**src/rtl/freq_gate_ctrl_if.sv**
```systemverilog
// Measurement request/result bundle for the frequency-meter sequencer.
// The master drives the test signal and run controls; the slave returns the latched result.
interface freq_gate_ctrl_if #(
  parameter int unsigned CNT_W = 28
);
  logic             sig_in;
  logic             start;
  logic             auto_run;
  logic [CNT_W-1:0] freq;
  logic             freq_valid;
  logic             overflow;
  logic             busy;

  modport master (
    output sig_in,
    output start,
    output auto_run,
    input  freq,
    input  freq_valid,
    input  overflow,
    input  busy
  );

  modport slave (
    input  sig_in,
    input  start,
    input  auto_run,
    output freq,
    output freq_valid,
    output overflow,
    output busy
  );
endinterface

```
**src/rtl/freq_gate_ctrl.sv**
```systemverilog
// Frequency-meter sequencer: counts synchronized sig_in rising edges over a fixed gate window,
// latches the saturated count, then idles for a hold gap (repeating while auto_run is high).
module freq_gate_ctrl #(
  parameter int unsigned GATE_CYCLES = 48_000_000,
  parameter int unsigned HOLD_CYCLES = 4_800_000,
  parameter int unsigned CNT_W       = 28,
  parameter int unsigned MAX_COUNT   = 99_999_999
) (
  input logic             sys_clk,
  input logic             sys_rst,
  freq_gate_ctrl_if.slave bus
);

  localparam int unsigned GateW = (GATE_CYCLES > 1) ? $clog2(GATE_CYCLES) : 1;
  localparam int unsigned HoldW = (HOLD_CYCLES > 1) ? $clog2(HOLD_CYCLES) : 1;

  typedef enum logic [1:0] {StIdle, StGate, StHold} state_e;

  state_e           r_state;
  logic [GateW-1:0] r_gate_cnt;
  logic [HoldW-1:0] r_hold_cnt;
  logic [CNT_W-1:0] r_edge_cnt;
  logic             r_ovf;
  logic [CNT_W-1:0] r_freq;
  logic             r_freq_valid;
  logic             r_overflow;
  logic             r_busy;
  logic             r_sync1, r_sync2, r_sync3;

  logic             w_edge;
  logic [CNT_W-1:0] w_cnt_nxt;
  logic             w_ovf_nxt;

  always_ff @(posedge sys_clk) begin
    if (sys_rst) begin
      r_sync1 <= 1'b0;
      r_sync2 <= 1'b0;
      r_sync3 <= 1'b0;
    end else begin
      r_sync1 <= bus.sig_in;
      r_sync2 <= r_sync1;
      r_sync3 <= r_sync2;
    end
  end

  assign w_edge = r_sync2 & ~r_sync3;

  // Count including this cycle's edge so the last gate cycle's edge reaches the latch.
  always_comb begin
    w_cnt_nxt = r_edge_cnt;
    w_ovf_nxt = r_ovf;
    if (w_edge) begin
      if (r_edge_cnt < CNT_W'(MAX_COUNT)) begin
        w_cnt_nxt = r_edge_cnt + CNT_W'(1);
      end else begin
        w_ovf_nxt = 1'b1;
      end
    end
  end

  always_ff @(posedge sys_clk) begin
    if (sys_rst) begin
      r_state      <= StIdle;
      r_gate_cnt   <= '0;
      r_hold_cnt   <= '0;
      r_edge_cnt   <= '0;
      r_ovf        <= 1'b0;
      r_freq       <= '0;
      r_freq_valid <= 1'b0;
      r_overflow   <= 1'b0;
      r_busy       <= 1'b0;
    end else begin
      r_freq_valid <= 1'b0;
      unique case (r_state)
        StIdle: begin
          if (bus.start || bus.auto_run) begin
            r_state    <= StGate;
            r_gate_cnt <= '0;
            r_edge_cnt <= '0;
            r_ovf      <= 1'b0;
            r_busy     <= 1'b1;
          end
        end
        StGate: begin
          r_gate_cnt <= r_gate_cnt + GateW'(1);
          r_edge_cnt <= w_cnt_nxt;
          r_ovf      <= w_ovf_nxt;
          if (r_gate_cnt == GateW'(GATE_CYCLES - 1)) begin
            r_freq       <= w_cnt_nxt;
            r_overflow   <= w_ovf_nxt;
            r_freq_valid <= 1'b1;
            r_hold_cnt   <= '0;
            r_state      <= StHold;
          end
        end
        StHold: begin
          r_hold_cnt <= r_hold_cnt + HoldW'(1);
          if (r_hold_cnt == HoldW'(HOLD_CYCLES - 1)) begin
            if (bus.auto_run) begin
              r_state    <= StGate;
              r_gate_cnt <= '0;
              r_edge_cnt <= '0;
              r_ovf      <= 1'b0;
            end else begin
              r_state <= StIdle;
              r_busy  <= 1'b0;
            end
          end
        end
        default: begin
          r_state <= StIdle;
          r_busy  <= 1'b0;
        end
      endcase
    end
  end

  assign bus.freq       = r_freq;
  assign bus.freq_valid = r_freq_valid;
  assign bus.overflow   = r_overflow;
  assign bus.busy       = r_busy;

endmodule

```
**src/flat_wrapper.sv**
```systemverilog
// flat-port wrapper written by rule: the top's interface ports become plain ports
module freq_gate_ctrl_flat 
#(
  parameter int unsigned GATE_CYCLES = 48_000_000,
  parameter int unsigned HOLD_CYCLES = 4_800_000,
  parameter int unsigned CNT_W       = 28,
  parameter int unsigned MAX_COUNT   = 99_999_999
)
  (sys_clk, sys_rst, bus_sig_in, bus_start, bus_auto_run, bus_freq, bus_freq_valid, bus_overflow, bus_busy);
  freq_gate_ctrl_if #(.CNT_W(CNT_W)) bus_i ();
  input logic sys_clk;
  input logic sys_rst;
  input wire logic [$bits(bus_i.sig_in)-1:0] bus_sig_in;
  input wire logic [$bits(bus_i.start)-1:0] bus_start;
  input wire logic [$bits(bus_i.auto_run)-1:0] bus_auto_run;
  output wire logic [$bits(bus_i.freq)-1:0] bus_freq;
  output wire logic [$bits(bus_i.freq_valid)-1:0] bus_freq_valid;
  output wire logic [$bits(bus_i.overflow)-1:0] bus_overflow;
  output wire logic [$bits(bus_i.busy)-1:0] bus_busy;
  assign bus_i.sig_in = bus_sig_in;
  assign bus_i.start = bus_start;
  assign bus_i.auto_run = bus_auto_run;
  assign bus_freq = bus_i.freq;
  assign bus_freq_valid = bus_i.freq_valid;
  assign bus_overflow = bus_i.overflow;
  assign bus_busy = bus_i.busy;
  freq_gate_ctrl #(.GATE_CYCLES(GATE_CYCLES), .HOLD_CYCLES(HOLD_CYCLES), .CNT_W(CNT_W), .MAX_COUNT(MAX_COUNT)) u_core (.sys_clk(sys_clk), .sys_rst(sys_rst), .bus(bus_i));
endmodule
```
**config.mk**
```make
export PLATFORM = sky130hd
export DESIGN_NAME = freq_gate_ctrl_flat
export DESIGN_NICKNAME = d
export VERILOG_FILES = /design/src/rtl/freq_gate_ctrl_if.sv /design/src/rtl/freq_gate_ctrl.sv /design/src/flat_wrapper.sv
export SDC_FILE = /design/constraint.sdc
export NUM_CORES = 1
export LEC_CHECK = 0
export ABC_AREA = 1
export CAP_MARGIN = 20
export CORE_MARGIN = 4
export CORE_UTILIZATION = 56
export DETAILED_ROUTE_END_ITERATION = 7
export GPL_TIMING_DRIVEN = 1
export PLACE_DENSITY_LB_ADDON = 0.05
export SYNTH_ARGS = -nofsm -noshare
export SYNTH_HDL_FRONTEND = slang
export SYNTH_SLANG_ARGS = --single-unit
```
**constraint.sdc**
```tcl
create_clock -name sys_clk -period 2.13 [get_ports sys_clk]
set_input_delay 0.213 -clock sys_clk [delete_from_list [all_inputs] [get_ports sys_clk]]
set_output_delay 0.213 -clock sys_clk [all_outputs]
set_load 0.02 [all_outputs]
```
==> metrics.md <==
| Metric | Value |
|---|---|
| Clock Path Buffers | `2` |
| Worst setup path endpoint | `u_core.bus.freq[26]$_SDFFE_PP0P_` |
| Crit-path slowest cell | `dfxtp_1` |
| WL/cell | `13.67 um` |
| Avg Vias per Cell | `5.433` |
| Unique masters post-synth | `35` |
| Clock sink count | `114` |
| Hold_buf cts | `0` |
| Post-route ant nets | `0` |
| Final nets | `1157` |
| CP startpoint | `u_core.r_gate_cnt[1]$_SDFFE_PP0P_` |
| CP Capture Type | `flip-flop` |
| Total iterations of the first detailed-routing run | `6` |
| # DRC | `0` |
| Placed cell area | `0.007446 mm^2` |
| Final worst setup slack | `57.73 ps` |
| Max-slew violations | `0` |
| Worst R2R Setup Slack | `60 ps` |
| Site Rows | `39` |
| Clock Skew | `7.012 ps` |
| Yosys warns | `0` |
| Fin area | `0.008386 mm^2` |
| Startpoint Class | `flip-flop` |
| Critical Path RT | `2450 ps` |
| Clk Tree Root Cell | `clkbuf_16` |
| Worst-skew pair later-pin latency | `420 ps` |
| WP data arrival | `2390 ps` |
| Seq cells post-synth | `114` |
| Post-Place Worst Slack | `-31.71 ps` |
| Filler Cells Inserted | `962` |
| First-pass GRT wire length | `28840 um` |
| DIE AREA | `0.01351 mm^2` |
| 1st-iter DRT viols | `513` |
| Worst reg-to-reg path cell count | `11` |
| Yosys top cell area share | `34.78%` |
| Final hold viol count | `0` |
| Synth Net Count | `1069` |
| RSZ-0062 raised after global routing | `yes` |
| Max Cap Viol | `0` |
| WS Path Type | `flip-flop to flip-flop` |
| Initial antenna violation count | `0` |
| Peak VDD IR | `0.6176 mV` |
| Seq/Total Area, Yosys | `34.78%` |
| Pleak | `3.411 nW` |
| Die width | `116.2 um` |
| FF+latch area | `0.002286 mm^2` |
| Worst path max stage delay | `360 ps` |
| Cell taking the most area after synthesis | `dfxtp_1` |
| CP cell instances | `ha_4 > inv_2 > nor3_4 > nand2_4 > buf_4 > nor2_4 > nand4_1 > nor2_4 > nand2_4 > o21ai_1 > inv_1` |
| Largest cells by area after synthesis | `dfxtp_1 (35%), nand2_1 (17%), a21oi_1 (8.9%)` |
| PwrDens | `673.7 mW/mm^2` |
| Layout cells sized above 1 | `12.82%` |
| Buffers on Ports | `35` |
| Vias in the first global route | `6433` |
| Dpl hpwl | `11640 um` |
| GRT overflow | `0` |
| Final setup violation count | `0` |
| Crit path time final | `2072 ps` |
| CORE AREA | `0.01147 mm^2` |
| Post-Route WL | `17840 um` |
| Total vias in the final route | `7090` |
| Die Y | `116.2 um` |
| Ys async rst share | `0%` |
| Reg-to-reg critical path startpoint | `u_core.r_gate_cnt[1]$_SDFFE_PP0P_` |
| Syn Inst Count | `1061` |
| # H-tree levels | `4` |
| Inserted Clock Buffers | `17` |
| Total track usage | `26.26%` |
| Final Wtd Congestion | `0.9177` |
| Largest fanout on the critical path | `5` |
| R2r endpoint | `u_core.bus.freq[26]$_SDFFE_PP0P_` |
| Initial Utilization | `57.22%` |
| Synthesized area | `0.006561 mm^2` |
| Outcome | `finished, final reports clean` |
| Worst hold start | `bus_sig_in` |
| Fin crit share | `97.29%` |
| Hold Path Class | `input port to flip-flop` |
| Clock slew seen by the registers of the worst setup and hold paths | `50 ps` |
| Avg Inst Size Synth | `6.184 um^2` |
| Worst-Margin Slew | `506.3 ps` |
| CTS tree | `yes` |
| Tot Pwr | `5.649 mW` |
| I/O Pins | `36` |
| Area of the multi-input gates | `0.003601 mm^2` |
| F_max | `482.6 MHz` |
| ANT cells | `0` |
| Ys flop type | `dfxtp_1` |
| Pin count of the biggest net entering global routing | `97` |
| Max-slew headroom | `66.21%` |
| Post-synth EDFFs | `0` |
| Layout area overhead | `27.80%` |
-- cell usage after synthesis, drive strengths merged (8+ instances only) --
cell type,n
a21oi,118
buf,20
clkbuf,24
dfxtp,114
inv,155
nand2,301
nand3,96
nand3b,8
nand4,50
nor2,87
nor3,24
o21ai,35
or2,9
-- metal layers --
metal  vias up  GRT usage, %  share of wire [%]
li1       3631             -                  -
met1      3212         32.34                 43
met2       202         45.16                 49
met3        45         5.440                5.3
met4         0         9.822                2.3
met5         -             0                  0
-- flip-flops by register name, indices dropped and copies added (netlist names) --
register               cells
u_core.bus.busy            1
u_core.bus.freq           28
u_core.bus.freq_valid      1
u_core.bus.overflow        1
u_core.r_edge_cnt         28
u_core.r_gate_cnt         26
u_core.r_hold_cnt         23
u_core.r_ovf               1
u_core.r_state             2
u_core.r_sync1             1
u_core.r_sync2             1
u_core.r_sync3             1
-- critical path: cells and delay by family, from the launching register on --
| family | cells | cell delay (ps) |
|---|---|---|
| simple gates | 6 | 990 |
| buf+inv | 3 | 270 |
| flops | 1 | 360 |
| fa+ha+maj | 1 | 170 |
| compound gates | 1 | 170 |
-- how the worst min path moves through the flow --
stage | slack (ps) | endpoint | depth (start not counted)
2_1_floorplan | 320 | u_core.r_sync1$_SDFF_PP0_ | 2
6_report | 310 | u_core.r_sync1$_SDFF_PP0_ | 3
4_1_cts | 310 | u_core.r_sync1$_SDFF_PP0_ | 3
3_5_place_dp | 410 | u_core.r_sync2$_SDFF_PP0_ | 2
5_1_grt | 340 | u_core.r_sync1$_SDFF_PP0_ | 3
3_3_place_gp | 410 | u_core.r_sync2$_SDFF_PP0_ | 2
-- metrics by stage --
step                      std cells  hold slack, ps  util (%)  TNS [ps]
final                          1305           313.9     73.13         0
after global routing           1305           338.0     73.13    -292.2
after CTS                      1294           307.1     71.00         0
after detailed placement       1262           414.2     64.93    -31.71
after global placement         1261           411.4     64.69    -10940
after floorplan                1061           320.0         -         0
-- cell usage in the layout (no fill, tap or decap), drive strengths merged, types with 3 or more instances in the layout --
| cell | n |
|---|---|
| nand2 | 302 |
| inv | 156 |
| a21oi | 118 |
| dfxtp | 114 |
| nand3 | 97 |
| nor2 | 87 |
| buf | 75 |
| nand4 | 50 |
| o21ai | 35 |
| clkdlybuf4s50 | 34 |
| clkbuf | 26 |
| nor3 | 24 |
| or2 | 9 |
| nand3b | 8 |
| bufinv | 6 |
| nor4 | 5 |
| xor2 | 4 |
| ha | 3 |
-- power breakdown --
group,internal [mW],switching [mW],leakage [nW]
registers,2.15,0.00840,0.920
clock network,2.32,0.988,0.331
logic,0.0547,0.132,2.16
total,4.52,1.13,3.41
-- cell families after synthesis --
group	synth area share [%]
fa+ha+maj	0.5721
buf+inv	12.22
xor+xnor	0.5339
simple gates	39.70
flops	34.78
compound gates	12.19
-- final cells by class --
| class | instances | area share, % |
|---|---|---|
| multi-input cells | 749 | 42.94 |
| flip-flops and latches | 114 | 27.26 |
| repair buffers | 111 | 12.38 |
| inverters | 156 | 7.073 |
| clock buffers | 24 | 5.864 |
| clock inverters | 8 | 2.343 |
| well taps | 143 | 2.134 |
-- repair_timing --
action,4_1_cts,5_1_grt
gates cloned,0,4
setup buffers,0,7
setup endpoints to repair,5,73
pin swaps,0,9
gates resized for setup,2,33
Note: power is estimated with default switching activity, not from simulation.
